`config.mk`:
```
export PLATFORM = sky130hd
export DESIGN_NAME = spi_packet_rx
export DESIGN_NICKNAME = d
export VERILOG_FILES = /design/src/rtl/spi_pkg.sv /design/src/rtl/spi_packet_rx_sync_ff.sv /design/src/rtl/spi_packet_rx.sv
export SDC_FILE = /design/constraint.sdc
export NUM_CORES = 1
export LEC_CHECK = 0
export BUFFER_PORTS_ARGS = -buffer_cell sky130_fd_sc_hd__buf_2
export CAP_MARGIN = 25
export CORE_UTILIZATION = 45
export CTS_CLUSTER_SIZE = 8
export DETAILED_ROUTE_END_ITERATION = 6
export GPL_TIMING_DRIVEN = 0
export SLEW_MARGIN = 15
export SYNTH_ARGS = -nofsm -noshare
export SYNTH_HDL_FRONTEND = slang
export SYNTH_SLANG_ARGS = --single-unit
```
`constraint.sdc`:
```
create_clock -name clk -period 3 [get_ports clk]
set_clock_uncertainty 0.2 [all_clocks]
set_input_delay 0.3 -clock clk [delete_from_list [all_inputs] [get_ports clk]]
set_output_delay 0.3 -clock clk [all_outputs]
set_load 0.1 [all_outputs]
```
`src/rtl/spi_pkg.sv`:
```
// Shared constants and types for the SPI packet receiver.
package spi_pkg;

    localparam int BYTE_W     = 8;
    localparam int FRAME_BITS = 16;
    localparam int CNT_W      = 5;

    typedef enum logic [1:0] {
        WAIT_IDLE,
        IDLE,
        RECV
    } rx_state_t;

endpackage

```
`src/rtl/spi_packet_rx_sync_ff.sv`:
```
// N-stage single-bit synchronizer with a
// configurable synchronous reset value.
module sync_ff #(
    parameter int   DEPTH   = 2,
    parameter logic RST_VAL = 1'b0
) (
    input  logic clk,
    input  logic reset,
    input  logic d,
    output logic q
);

    logic [DEPTH-1:0] stages;

    always_ff @(posedge clk) begin
        if (reset) begin
            stages <= {DEPTH{RST_VAL}};
        end else begin
            stages <= {stages[DEPTH-2:0], d};
        end
    end

    assign q = stages[DEPTH-1];

endmodule

```
`src/rtl/spi_packet_rx.sv`:
```
// Oversampling SPI mode-0 receiver delivering
// two-byte frames to the packet decoder.
module spi_packet_rx
    import spi_pkg::*;
#(
    parameter int SYNC_STAGES = 2,
    parameter int FRAME_BITS  = spi_pkg::FRAME_BITS
) (
    input  logic              clk,
    input  logic              reset,
    input  logic              sck,
    input  logic              sdi,
    input  logic              cs_n,
    output logic [BYTE_W-1:0] spiPacket1,
    output logic [BYTE_W-1:0] spiPacket2,
    output logic              ready,
    output logic              frameError,
    output logic              busy
);

    localparam int SHIFT_W = 2 * BYTE_W;
    localparam logic [CNT_W-1:0] CNT_MAX = '1;
    localparam logic [CNT_W-1:0] CNT_FRAME = CNT_W'(FRAME_BITS);
    // Synchronizers reset cs_n high; wait until that value has flushed
    localparam logic [CNT_W-1:0] SETTLE = CNT_W'(SYNC_STAGES + 3);

    logic cs_s, sck_s, sdi_s;
    logic cs_d, sck_d;
    logic cs_q, sdi_q;
    logic sck_rise, cs_rise, cs_fall;

    rx_state_t          state, state_n;
    logic [CNT_W-1:0]   cnt, cnt_n;
    logic [SHIFT_W-1:0] shift, shift_n;
    logic [BYTE_W-1:0]  p1_n, p2_n;
    logic               ready_n, err_n;

    sync_ff #(.DEPTH(SYNC_STAGES), .RST_VAL(1'b1)) u_sync_cs (
        .clk(clk), .reset(reset), .d(cs_n), .q(cs_s)
    );
    sync_ff #(.DEPTH(SYNC_STAGES), .RST_VAL(1'b0)) u_sync_sck (
        .clk(clk), .reset(reset), .d(sck), .q(sck_s)
    );
    sync_ff #(.DEPTH(SYNC_STAGES), .RST_VAL(1'b0)) u_sync_sdi (
        .clk(clk), .reset(reset), .d(sdi), .q(sdi_s)
    );

    // Registered edge flags keep sdi aligned with the sck event
    always_ff @(posedge clk) begin
        if (reset) begin
            cs_d     <= 1'b1;
            sck_d    <= 1'b0;
            cs_q     <= 1'b0;
            sdi_q    <= 1'b0;
            sck_rise <= 1'b0;
            cs_rise  <= 1'b0;
            cs_fall  <= 1'b0;
        end else begin
            cs_d     <= cs_s;
            sck_d    <= sck_s;
            cs_q     <= cs_s;
            sdi_q    <= sdi_s;
            sck_rise <= sck_s & ~sck_d;
            cs_rise  <= cs_s & ~cs_d;
            cs_fall  <= ~cs_s & cs_d;
        end
    end

    always_ff @(posedge clk) begin
        if (reset) begin
            state      <= WAIT_IDLE;
            cnt        <= '0;
            shift      <= '0;
            spiPacket1 <= '0;
            spiPacket2 <= '0;
            ready      <= 1'b0;
            frameError <= 1'b0;
        end else begin
            state      <= state_n;
            cnt        <= cnt_n;
            shift      <= shift_n;
            spiPacket1 <= p1_n;
            spiPacket2 <= p2_n;
            ready      <= ready_n;
            frameError <= err_n;
        end
    end

    always_comb begin
        state_n = state;
        cnt_n   = cnt;
        shift_n = shift;
        p1_n    = spiPacket1;
        p2_n    = spiPacket2;
        ready_n = 1'b0;
        err_n   = 1'b0;
        case (state)
            WAIT_IDLE: begin
                if (cnt != CNT_MAX) begin
                    cnt_n = cnt + 1'b1;
                end
                if (cs_q && cnt >= SETTLE) begin
                    state_n = IDLE;
                    cnt_n   = '0;
                end
            end
            IDLE: begin
                if (cs_fall) begin
                    state_n = RECV;
                    cnt_n   = '0;
                    shift_n = '0;
                end
            end
            RECV: begin
                if (cs_rise) begin
                    state_n = IDLE;
                    if (cnt == CNT_FRAME) begin
                        p1_n    = shift[SHIFT_W-1:BYTE_W];
                        p2_n    = shift[BYTE_W-1:0];
                        ready_n = 1'b1;
                    end else begin
                        err_n = 1'b1;
                    end
                end else if (sck_rise && !cs_q) begin
                    shift_n = {shift[SHIFT_W-2:0], sdi_q};
                    if (cnt != CNT_MAX) begin
                        cnt_n = cnt + 1'b1;
                    end
                end
            end
            default: begin
                state_n = WAIT_IDLE;
            end
        endcase
    end

    assign busy = (state == RECV);

endmodule

```
==> out/metrics.cfg, run 1 <==
[critical_path]
crit_slowest_cell = nor2b_1
crit_path_end_kind = flip-flop
critical_path.max_stage_delay_ns = 0.51
crit_path_max_fanout = 10
crit_chain = inv_1 -> ha_1 -> nor2b_1 -> nor3b_2 -> buf_6 -> a22oi_1 -> nor2_1
critPathRequiredTime_ns = 2.99
crit_arrival_ns = 2.10
critPathLaunchType = flip-flop
path_buf_inv = 2
rrSetupSlack_ns = 0.89
path_delay_family = simple AND/OR/NAND/NOR gates
worstSetupPathType = flip-flop to flip-flop

[sta]
tns_ns = 0
setup_viol = 0
slew_headroom = 0.609
fin_crit_ns = 2.11
rsz0062_at_grt = false
hold_slack_ns = 0.0410
max_freq_ghz = 0.475
worst_pin_slew_ns = 0.586
finalCritPeriodShare = 0.702
slew_violations = 0
hold_viol_final = 0

[die]
initial_utilization = 0.472
fp.dieW_microns = 69.8
core_sq_um = 4380
ios = 24
row_count = 24
die_h_microns = 69.8
die-area_sq_um = 4870

[finish]
diodes = 0
design_area_sq_um = 2380
fillers = 388
drive_above_1_share = 0.210
syn2layout_area_growth_pct = 15.2
final_util = 0.544
finalNetCount = 240

[pwr]
power_density_nw_per_um2 = 571
clkPwrFrac = 0.324
pwr-share-comb = 0.114
power_frac_seq = 0.562
leakage_nw = 0.971
p_int_mw = 1.02
sw_frac_of_total = 0.250
vdd_drop_max_uv = 287
p_sw_mw = 0.341

[cts]
clkTransAtPathRegs_ns = 0.09
root_buffer = clkbuf_8
cts_tree = done
clk-insertion-delay-late_ns = 0.30
numCtsBuffers = 5
cts.sinks = 54
post_cts_resized = 0
clockBufferDepth = 2
h-tree-depth = 2

[route]
drt_first_pass_iters = 4
initialDrtViolationCount = 66
viasPerCell = 5.28
vias = 1484
top_layer_used = met4
drc = 0
drt-met1-wl_mm = 1.81
wl_met3_microns = 133
drt_wl_total_mm = 3.74
wl_per_cell_microns = 13.3
final_antenna_net_count = 0
wl_met2_mm = 1.75

[place]
port_buffers = 23
hpwl_mm = 2.66
gp_congestion = 0.817
placed_area_sq_um = 2250

[yosys]
ys_seq_elements = 54
yosysWarnings = 0
synth_cells = 195
ys_seq_area_frac = 0.523
ys_top_cells_by_area = dfxtp_1 (52%), mux2i_1 (8.7%), nor2_1 (7.1%)
synth_commonest_cells = dfxtp_1 (54), nor2_1 (39), mux2i_1 (18)
synth_top_area_cell = dfxtp_1
synth_edf_count = 0
netlist_area_sq_um = 2070
synthDistinctLibCells = 37
syn_nets = 207
ys_async_sr_fraction = 0
avgSynthCellArea_sq_um = 10.6
netlist.area_leader.share = 0.523
yosysMostFrequentCell = dfxtp_1
synth-main-ff-cell = dfxtp_1

[global_route]
grt_pass1_wl_mm = 6.56
grt_util_all_layers = 0.168
grt_max_degree = 17
antenna_found_initial = 0
grt_overflow = 0
first_global_vias = 1421

[worst_hold_path]
hold_path_class = input port to flip-flop

[run_status]
status = finished, final reports clean

[job]
maxCapViolations = 0

-- kinds of logic (layout without fill, tap and decap cells) --
logic type,after synthesis,count (layout),synth area share
XOR/XNOR,1,1,0.00424
flip-flops,54,54,0.523
AND/OR/NAND/NOR,67,67,0.163
AO/OA/AOI/OAI,33,33,0.131
adder cells (fa/ha/maj),7,7,0.0423
multiplexers,18,18,0.0871
buffers and inverters,15,49,0.0496
-- cell usage in the layout, fill, tap and decap left out, types with 3 or more instances in the layout --
cell and count:
nor2b_1 11, clkbuf_8 9, clkbuf_1 4, or2_2 3, a22oi_1 16, mux2i_1 18, buf_2 23, nor2_1 39
dfxtp_1 54, buf_6 3, inv_1 5, ha_1 7, dlygate4sd3_1 3
-- registers in the layout, summed over array words and instances, names as in the netlist, 2 cells and up --
name               flops
u_sync_sdi.stages      2
u_sync_sck.stages      2
state                  2
shift                 16
u_sync_cs.stages       2
cnt                    5
spiPacket2             8
spiPacket1             8
-- stage by stage --
stage / std cells / power, mW / worst slack, ns
floorplan: 195 / 0.896 / 0.436
global placement: 270 / 0.922 / 0.990
detailed placement: 270 / 0.935 / 0.937
CTS: 281 / 1.38 / 0.924
global route: 281 / 1.43 / 0.766
finish: 281 / 1.36 / 0.894
-- what timing repair did --
item | 4_1_cts | 5_1_grt
setup endpoints to repair | 0 | 0
hold buffers | 3 | 0
setup buffers | 0 | 0
endpoints found under the hold margin | 4 | 0
-- worst paths after layout --
kind | startpoint | to | cells past startpoint
worst max-delay path | state[1] | shift[1] | 7
worst min-delay path | sdi | u_sync_sdi.stages[0] | 2
worst max register to register | state[1] | shift[1] | 7
worst min register to register | sck_d | sck_rise | 1
-- metal layers --
metal	global-route usage	vias to the layer above
li1	-	743
met1	0.220	702
met2	0.266	31
met3	0.0436	8
met4	0.0622	0
met5	0	-
-- area by class of cell --
cell class,count,area (sq um),area share
clock buffers,7,96.3,0.0404
multi-input cells,126,885,0.371
plain buffers,10,83.8,0.0352
well taps,52,65.1,0.0273
flip-flops and latches,54,1080,0.454
clock inverters,1,8.76,0.00367
inverters,5,18.8,0.00787
repair buffers,26,145,0.0609
-- power groups by stage --
stage | Clock (mW) | Combinational (mW) | Sequential (mW)
after floorplan | 0 | 0.119 | 0.777
after global placement | 0 | 0.141 | 0.782
after detailed placement | 0 | 0.152 | 0.783
after CTS | 0.455 | 0.156 | 0.766
after global routing | 0.484 | 0.175 | 0.771
final | 0.441 | 0.155 | 0.766
Note: power is estimated with default switching activity, not from simulation.
==> run 2, diff against run 1 <==
- PLACE_DENSITY: not set -> 0.67
- clock period: 3 -> 1.7 ns (I/O delays scaled with it)
==> run 2 against run 1 <==
The flow now finishes with violations (negative setup slack). Worst setup slack worse by 1.0 ns. Worst hold slack better by 0.15 ns. Sequential share of layout area is 6.8 points lower. Via count up 3.2%. Count of clock-buffer cells in the layout shrank 2. Cell area rose by 20%. Global-route usage is 0.76 points higher. Clock power increased by 55%.
==> out/metrics.cfg, run 2 (synthesis results as in run 1) <==
[run_status]
status = finished, violations left
violations = negative setup slack

[finish]
final_util = 0.651
regMostFlops = shift
top_regs = shift: 16 flops, spiPacket1: 8 flops, spiPacket2: 8 flops
largest_reg_flops = 16
finalNetCount = 259
final_cell_mix = dfxtp_1 (47), nor2_1 (39), buf_2 (23)
diodes = 0
final_common_cell = dfxtp_1
syn2layout_area_growth_pct = 38.1
drive_above_1_share = 0.437

[pwr]
p_sw_mw = 0.712
vdd_drop_max_uv = 801
p_int_mw = 1.91
leakage_nw = 1.10
sw_frac_of_total = 0.271
pwr-share-comb = 0.213
power_frac_seq = 0.526
clkPwrFrac = 0.261
power_density_nw_per_um2 = 918

[global_route]
grt_pass1_wl_mm = 6.79
grt_util_all_layers = 0.175
grt_overflow = 0
antenna_found_initial = 0
first_global_vias = 1458
grt_max_degree = 17

[route]
wl_per_cell_microns = 13.2
drt_first_pass_iters = 4
drt_wl_total_mm = 3.96
final_antenna_net_count = 0
vias = 1532
viasPerCell = 5.12
initialDrtViolationCount = 71
drc = 0

[worst_hold_path]
hold_path_class = flip-flop to flip-flop
holdPathStages = 1

[critical_path]
r2r_cells = 5
crit_path_end_kind = flip-flop
critPathRequiredTime_ns = 1.68
crit_arrival_ns = 1.81
crit_path_max_fanout = 5
worstSetupPathType = flip-flop to flip-flop
critPathLaunchType = flip-flop

[sta]
setup_ws_ns = -0.122
tns_ns = -2.71
hold_viol_final = 0
slew_headroom = 0.678
worst_pin_slew_ns = 0.487
slew_violations = 0
rsz0062_at_grt = true
setup_viol = 39
max_freq_ghz = 0.549
fin_crit_ns = 1.82
finalCritPeriodShare = 1.07

[place]
gp_congestion = 0.734
port_buffers = 23
hpwl_mm = 2.43

[die]
row_count = 24
core_sq_um = 4380
die_h_microns = 69.8
die-area_sq_um = 4870
fp.dieW_microns = 69.8
ios = 24
initial_utilization = 0.472

[cts]
root_buffer = clkbuf_8
clockBufferDepth = 2
cts.sinks = 54
h-tree-depth = 2
cts_tree = done
clk-insertion-delay-late_ns = 0.30
clkTransAtPathRegs_ns = 0.09
numCtsBuffers = 5

[job]
maxCapViolations = 0

run 2: changes by cell type in the layout (fill, tap and decap cells not counted), moves of 3 or more:
cell / change
dfxtp_1: -7
inv_4: +4
buf_12: +3
ha_1: -7
dfxtp_2: +3
a22oi_1: -15
ha_4: +5
buf_4: +13
inv_1: -4
dfxtp_4: +4
a22oi_2: +15
run 2: path summary, 6_finish.rpt:
check / slack, ns / startpoint / to
min reg2reg: 0.19 / sck_d / sck_rise
max: -0.12 / cs_rise / shift[14]
min: 0.19 / sck_d / sck_rise
max reg2reg: -0.12 / cs_rise / shift[14]
run 2: per-layer routing:
| metal | wire, microns | up-vias | global-route usage |
|---|---|---|---|
| met5 | 0 | - | 0 |
| li1 | - | 783 | - |
| met1 | 1940 | 711 | 0.231 |
| met4 | 83 | 0 | 0.0689 |
| met3 | 127 | 9 | 0.0465 |
| met2 | 1810 | 29 | 0.275 |
run 2: cell type report:
| type | instances | area (sq um) |
|---|---|---|
| plain buffers | 9 | 88.8 |
| fillers | 354 | 1530 |
| repair buffers | 46 | 364 |
| multi-input cells | 126 | 1130 |
| well taps | 52 | 65.1 |
| inverters | 5 | 28.8 |
| flip-flops and latches | 54 | 1100 |
| clock inverters | 2 | 13.8 |
| clock buffers | 5 | 68.8 |
run 2: worst max-delay path: stages, from the launching register on:
cell and delay (ns):
dfxtp_2 0.33, or3b_4 0.44, a211o_4 0.41, buf_6 0.15, a22oi_2 0.13, nor2_1 0.05
run 2: stage by stage:
| stage | instances | setup slack (ns) | power, mW | hold slack [ns] | instance area (sq um) |
|---|---|---|---|---|---|
| 2_1_floorplan | 195 | -0.236 | 1.61 | 0.0491 | 2170 |
| 3_3_place_gp | 270 | -0.314 | 1.67 | 0.156 | 2350 |
| 3_5_place_dp | 270 | -0.310 | 1.68 | 0.162 | 2350 |
| 4_1_cts | 296 | -0.109 | 2.60 | 0.192 | 2760 |
| 5_1_grt | 299 | -0.170 | 2.76 | 0.225 | 2860 |
| 6_report | 299 | -0.122 | 2.62 | 0.186 | 2860 |
run 2: repair_timing:
action                     CTS  global route
pin swaps                   12            12
hold endpoints to repair     7             0
gates cloned                 1             1
setup buffers               15             2
setup endpoints to repair   40            40
hold buffers                 4             0
resized for setup           36            11
run 2: power by group through the flow:
stage,sequential [mW],combinational (mW),clock (mW)
after floorplan,1.38,0.235,0
after global placement,1.39,0.282,0
after detailed placement,1.39,0.288,0
after CTS,1.37,0.511,0.713
after global routing,1.39,0.622,0.756
final,1.38,0.559,0.684
==> run 3, diff against run 2 <==
- SKIP_CTS_REPAIR_TIMING: not set -> 1
- SYNTH_HIERARCHICAL: not set -> 1
==> run 3 against run 2 <==
The run still ends with negative setup slack left. Area after synthesis down 0.67%. Global-route usage decreased by 2.6 points. Utilization did not move. Count of clock-buffer cells in the layout is 1 higher. Register-to-register slack worse by 0.03 ns. Cell area unchanged. Critical path type unchanged.
==> out/metrics.cfg, run 3 <==
[finish]
final_common_cell = dfxtp_1
finalNetCount = 257
regMostFlops = shift
largest_reg_flops = 16
syn2layout_area_growth_pct = 39.0
drive_above_1_share = 0.398
top_regs = shift: 16 flops, spiPacket1: 8 flops, spiPacket2: 8 flops
final_cell_mix = dfxtp_1 (48), nor2_1 (39), buf_2 (22)
layout.cells.non_filler = 298
diodes = 0

[critical_path]
path_buf_inv = 3
r2r_cells = 8
crit_path_end_kind = flip-flop
path_common_cell = buf_12
critPathLaunchType = flip-flop
crit_arrival_ns = 1.83
critPathRequiredTime_ns = 1.69
path_delay_family = simple AND/OR/NAND/NOR gates
critical_path.max_stage_delay_ns = 0.39
crit_slowest_cell = dfxtp_4
crit_path_max_fanout = 6
path_depth = 8
worstSetupPathType = flip-flop to flip-flop
crit_chain = inv_4 -> ha_4 -> and4bb_2 -> and3_4 -> buf_12 -> buf_12 -> mux2i_2 -> nor2_1

[yosys]
ys_top_cells_by_area = dfxtp_1 (53%), mux2i_1 (8.8%), nor2_1 (7.1%)
syn_nets = 206
synthDistinctLibCells = 38
ys_seq_elements = 54
synth_edf_count = 0
ys_async_sr_fraction = 0
avgSynthCellArea_sq_um = 10.6
netlist.area_leader.share = 0.526
ys_seq_area_frac = 0.526
synth_commonest_cells = dfxtp_1 (54), nor2_1 (39), mux2i_1 (18)
synth_cells = 194
synth-main-ff-cell = dfxtp_1
netlist_area_sq_um = 2050
synth_top_area_cell = dfxtp_1
yosysMostFrequentCell = dfxtp_1
yosysWarnings = 6

[die]
die_h_microns = 69.6
initial_utilization = 0.469
fp.dieW_microns = 69.6
ios = 24
core_sq_um = 4380
row_count = 24
die-area_sq_um = 4840

[run_status]
violations = negative setup slack
status = finished, violations left

[sta]
setup_ws_ns = -0.150
hold_viol_final = 0
finalCritPeriodShare = 1.09
max_freq_ghz = 0.541
worst_pin_slew_ns = 0.576
slew_headroom = 0.616
fin_crit_ns = 1.85
slew_violations = 0
hold_slack_ns = 0.0125
rsz0062_at_grt = true
setup_viol = 38

[route]
drt_first_pass_iters = 4
drt_wl_total_mm = 4.17
final_antenna_net_count = 0
initialDrtViolationCount = 81
drc = 0
wl_per_cell_microns = 14.0
viasPerCell = 5.20
vias = 1549

[place]
gp_congestion = 0.737
port_buffers = 23
post-place-ws_ns = -0.300
hpwl_mm = 2.39
dp_cells = 269

[global_route]
grt_overflow = 0
grt_max_degree = 18
first_global_vias = 1244
antenna_found_initial = 0
grt_pass1_wl_mm = 5.66
grt_util_all_layers = 0.150

[pwr]
power_density_nw_per_um2 = 910
finalPower_mw = 2.60
leakage_nw = 1.09
vdd_drop_max_uv = 573

[cts]
clkTransAtPathRegs_ns = 0.10
h-tree-depth = 2
cts_tree = done
numCtsBuffers = 5
cts.sinks = 54
clockBufferDepth = 2
root_buffer = clkbuf_8
clk-insertion-delay-late_ns = 0.31

[worst_hold_path]
holdPathStages = 2
hold_path_class = input port to flip-flop

[job]
maxCapViolations = 0

-- run 3: cell types whose count changed in the layout (fill, tap and decap cells not counted), moves of 2 or more --
cell and delta:
buf_12 +2, ha_1 +3, or2_2 -2, nor2b_4 +2, dlygate4sd3_1 +4, or2_1 +2, ha_2 -2, buf_4 -5
-- run 3: stage by stage --
step	setup TNS (ns)	instance area, sq um	util
global placement	-7.25	2330	0.533
global route	-6.82	2860	0.651
detailed placement	-7.82	2330	0.533
floorplan	-6.12	2150	-
finish	-4.35	2860	0.651
CTS	-8.52	2430	0.555
-- run 3: final timing paths --
check,startpoint,end,slack [ns]
worst max-delay path,cnt[0],spiPacket1[5],-0.15
worst min-delay path,reset,cs_d,0.01
worst max register to register,cnt[0],spiPacket1[5],-0.15
worst min register to register,sck_d,sck_rise,0.18
-- run 3: power breakdown --
part,switching [mW],internal (mW)
Combinational,0.222,0.227
Sequential,0.0706,1.32
Clock,0.423,0.336
-- run 3: logic make-up (layout without fill, tap and decap cells) --
logic type | after synthesis | after routing | share of synthesized area
flip-flops | 54 | 54 | 0.526
AND/OR/NAND/NOR | 67 | 67 | 0.164
XOR/XNOR | 1 | 1 | 0.00426
buffers and inverters | 14 | 66 | 0.0432
multiplexers | 18 | 18 | 0.0877
adder cells (fa/ha/maj) | 7 | 7 | 0.0426
AO/OA/AOI/OAI | 33 | 33 | 0.132
-- run 3: worst register-to-register path, cell delays in order (launching register included) --
cell,delay (ns)
dfxtp_4,0.39
inv_4,0.06
ha_4,0.11
and4bb_2,0.26
and3_4,0.20
buf_12,0.12
buf_12,0.13
mux2i_2,0.21
nor2_1,0.05
-- run 3: area by class of cell --
type / instances / area, sq um
Buffer: 9 / 101
Clock buffer: 6 / 82.6
Clock inverter: 2 / 16.3
Fill cell: 352 / 1530
Inverter: 5 / 28.8
Multi-Input combinational cell: 126 / 1110
Sequential cell: 54 / 1100
Tap cell: 52 / 65.1
Timing Repair Buffer: 44 / 355
-- run 3: routing by layer --
layer / vias to the layer above / routed length (microns) / track usage
met5: - / 0 / 0
met4: 0 / 76 / 0.0748
met3: 7 / 123 / 0.0320
met2: 27 / 1870 / 0.222
met1: 743 / 2100 / 0.205
li1: 772 / - / -
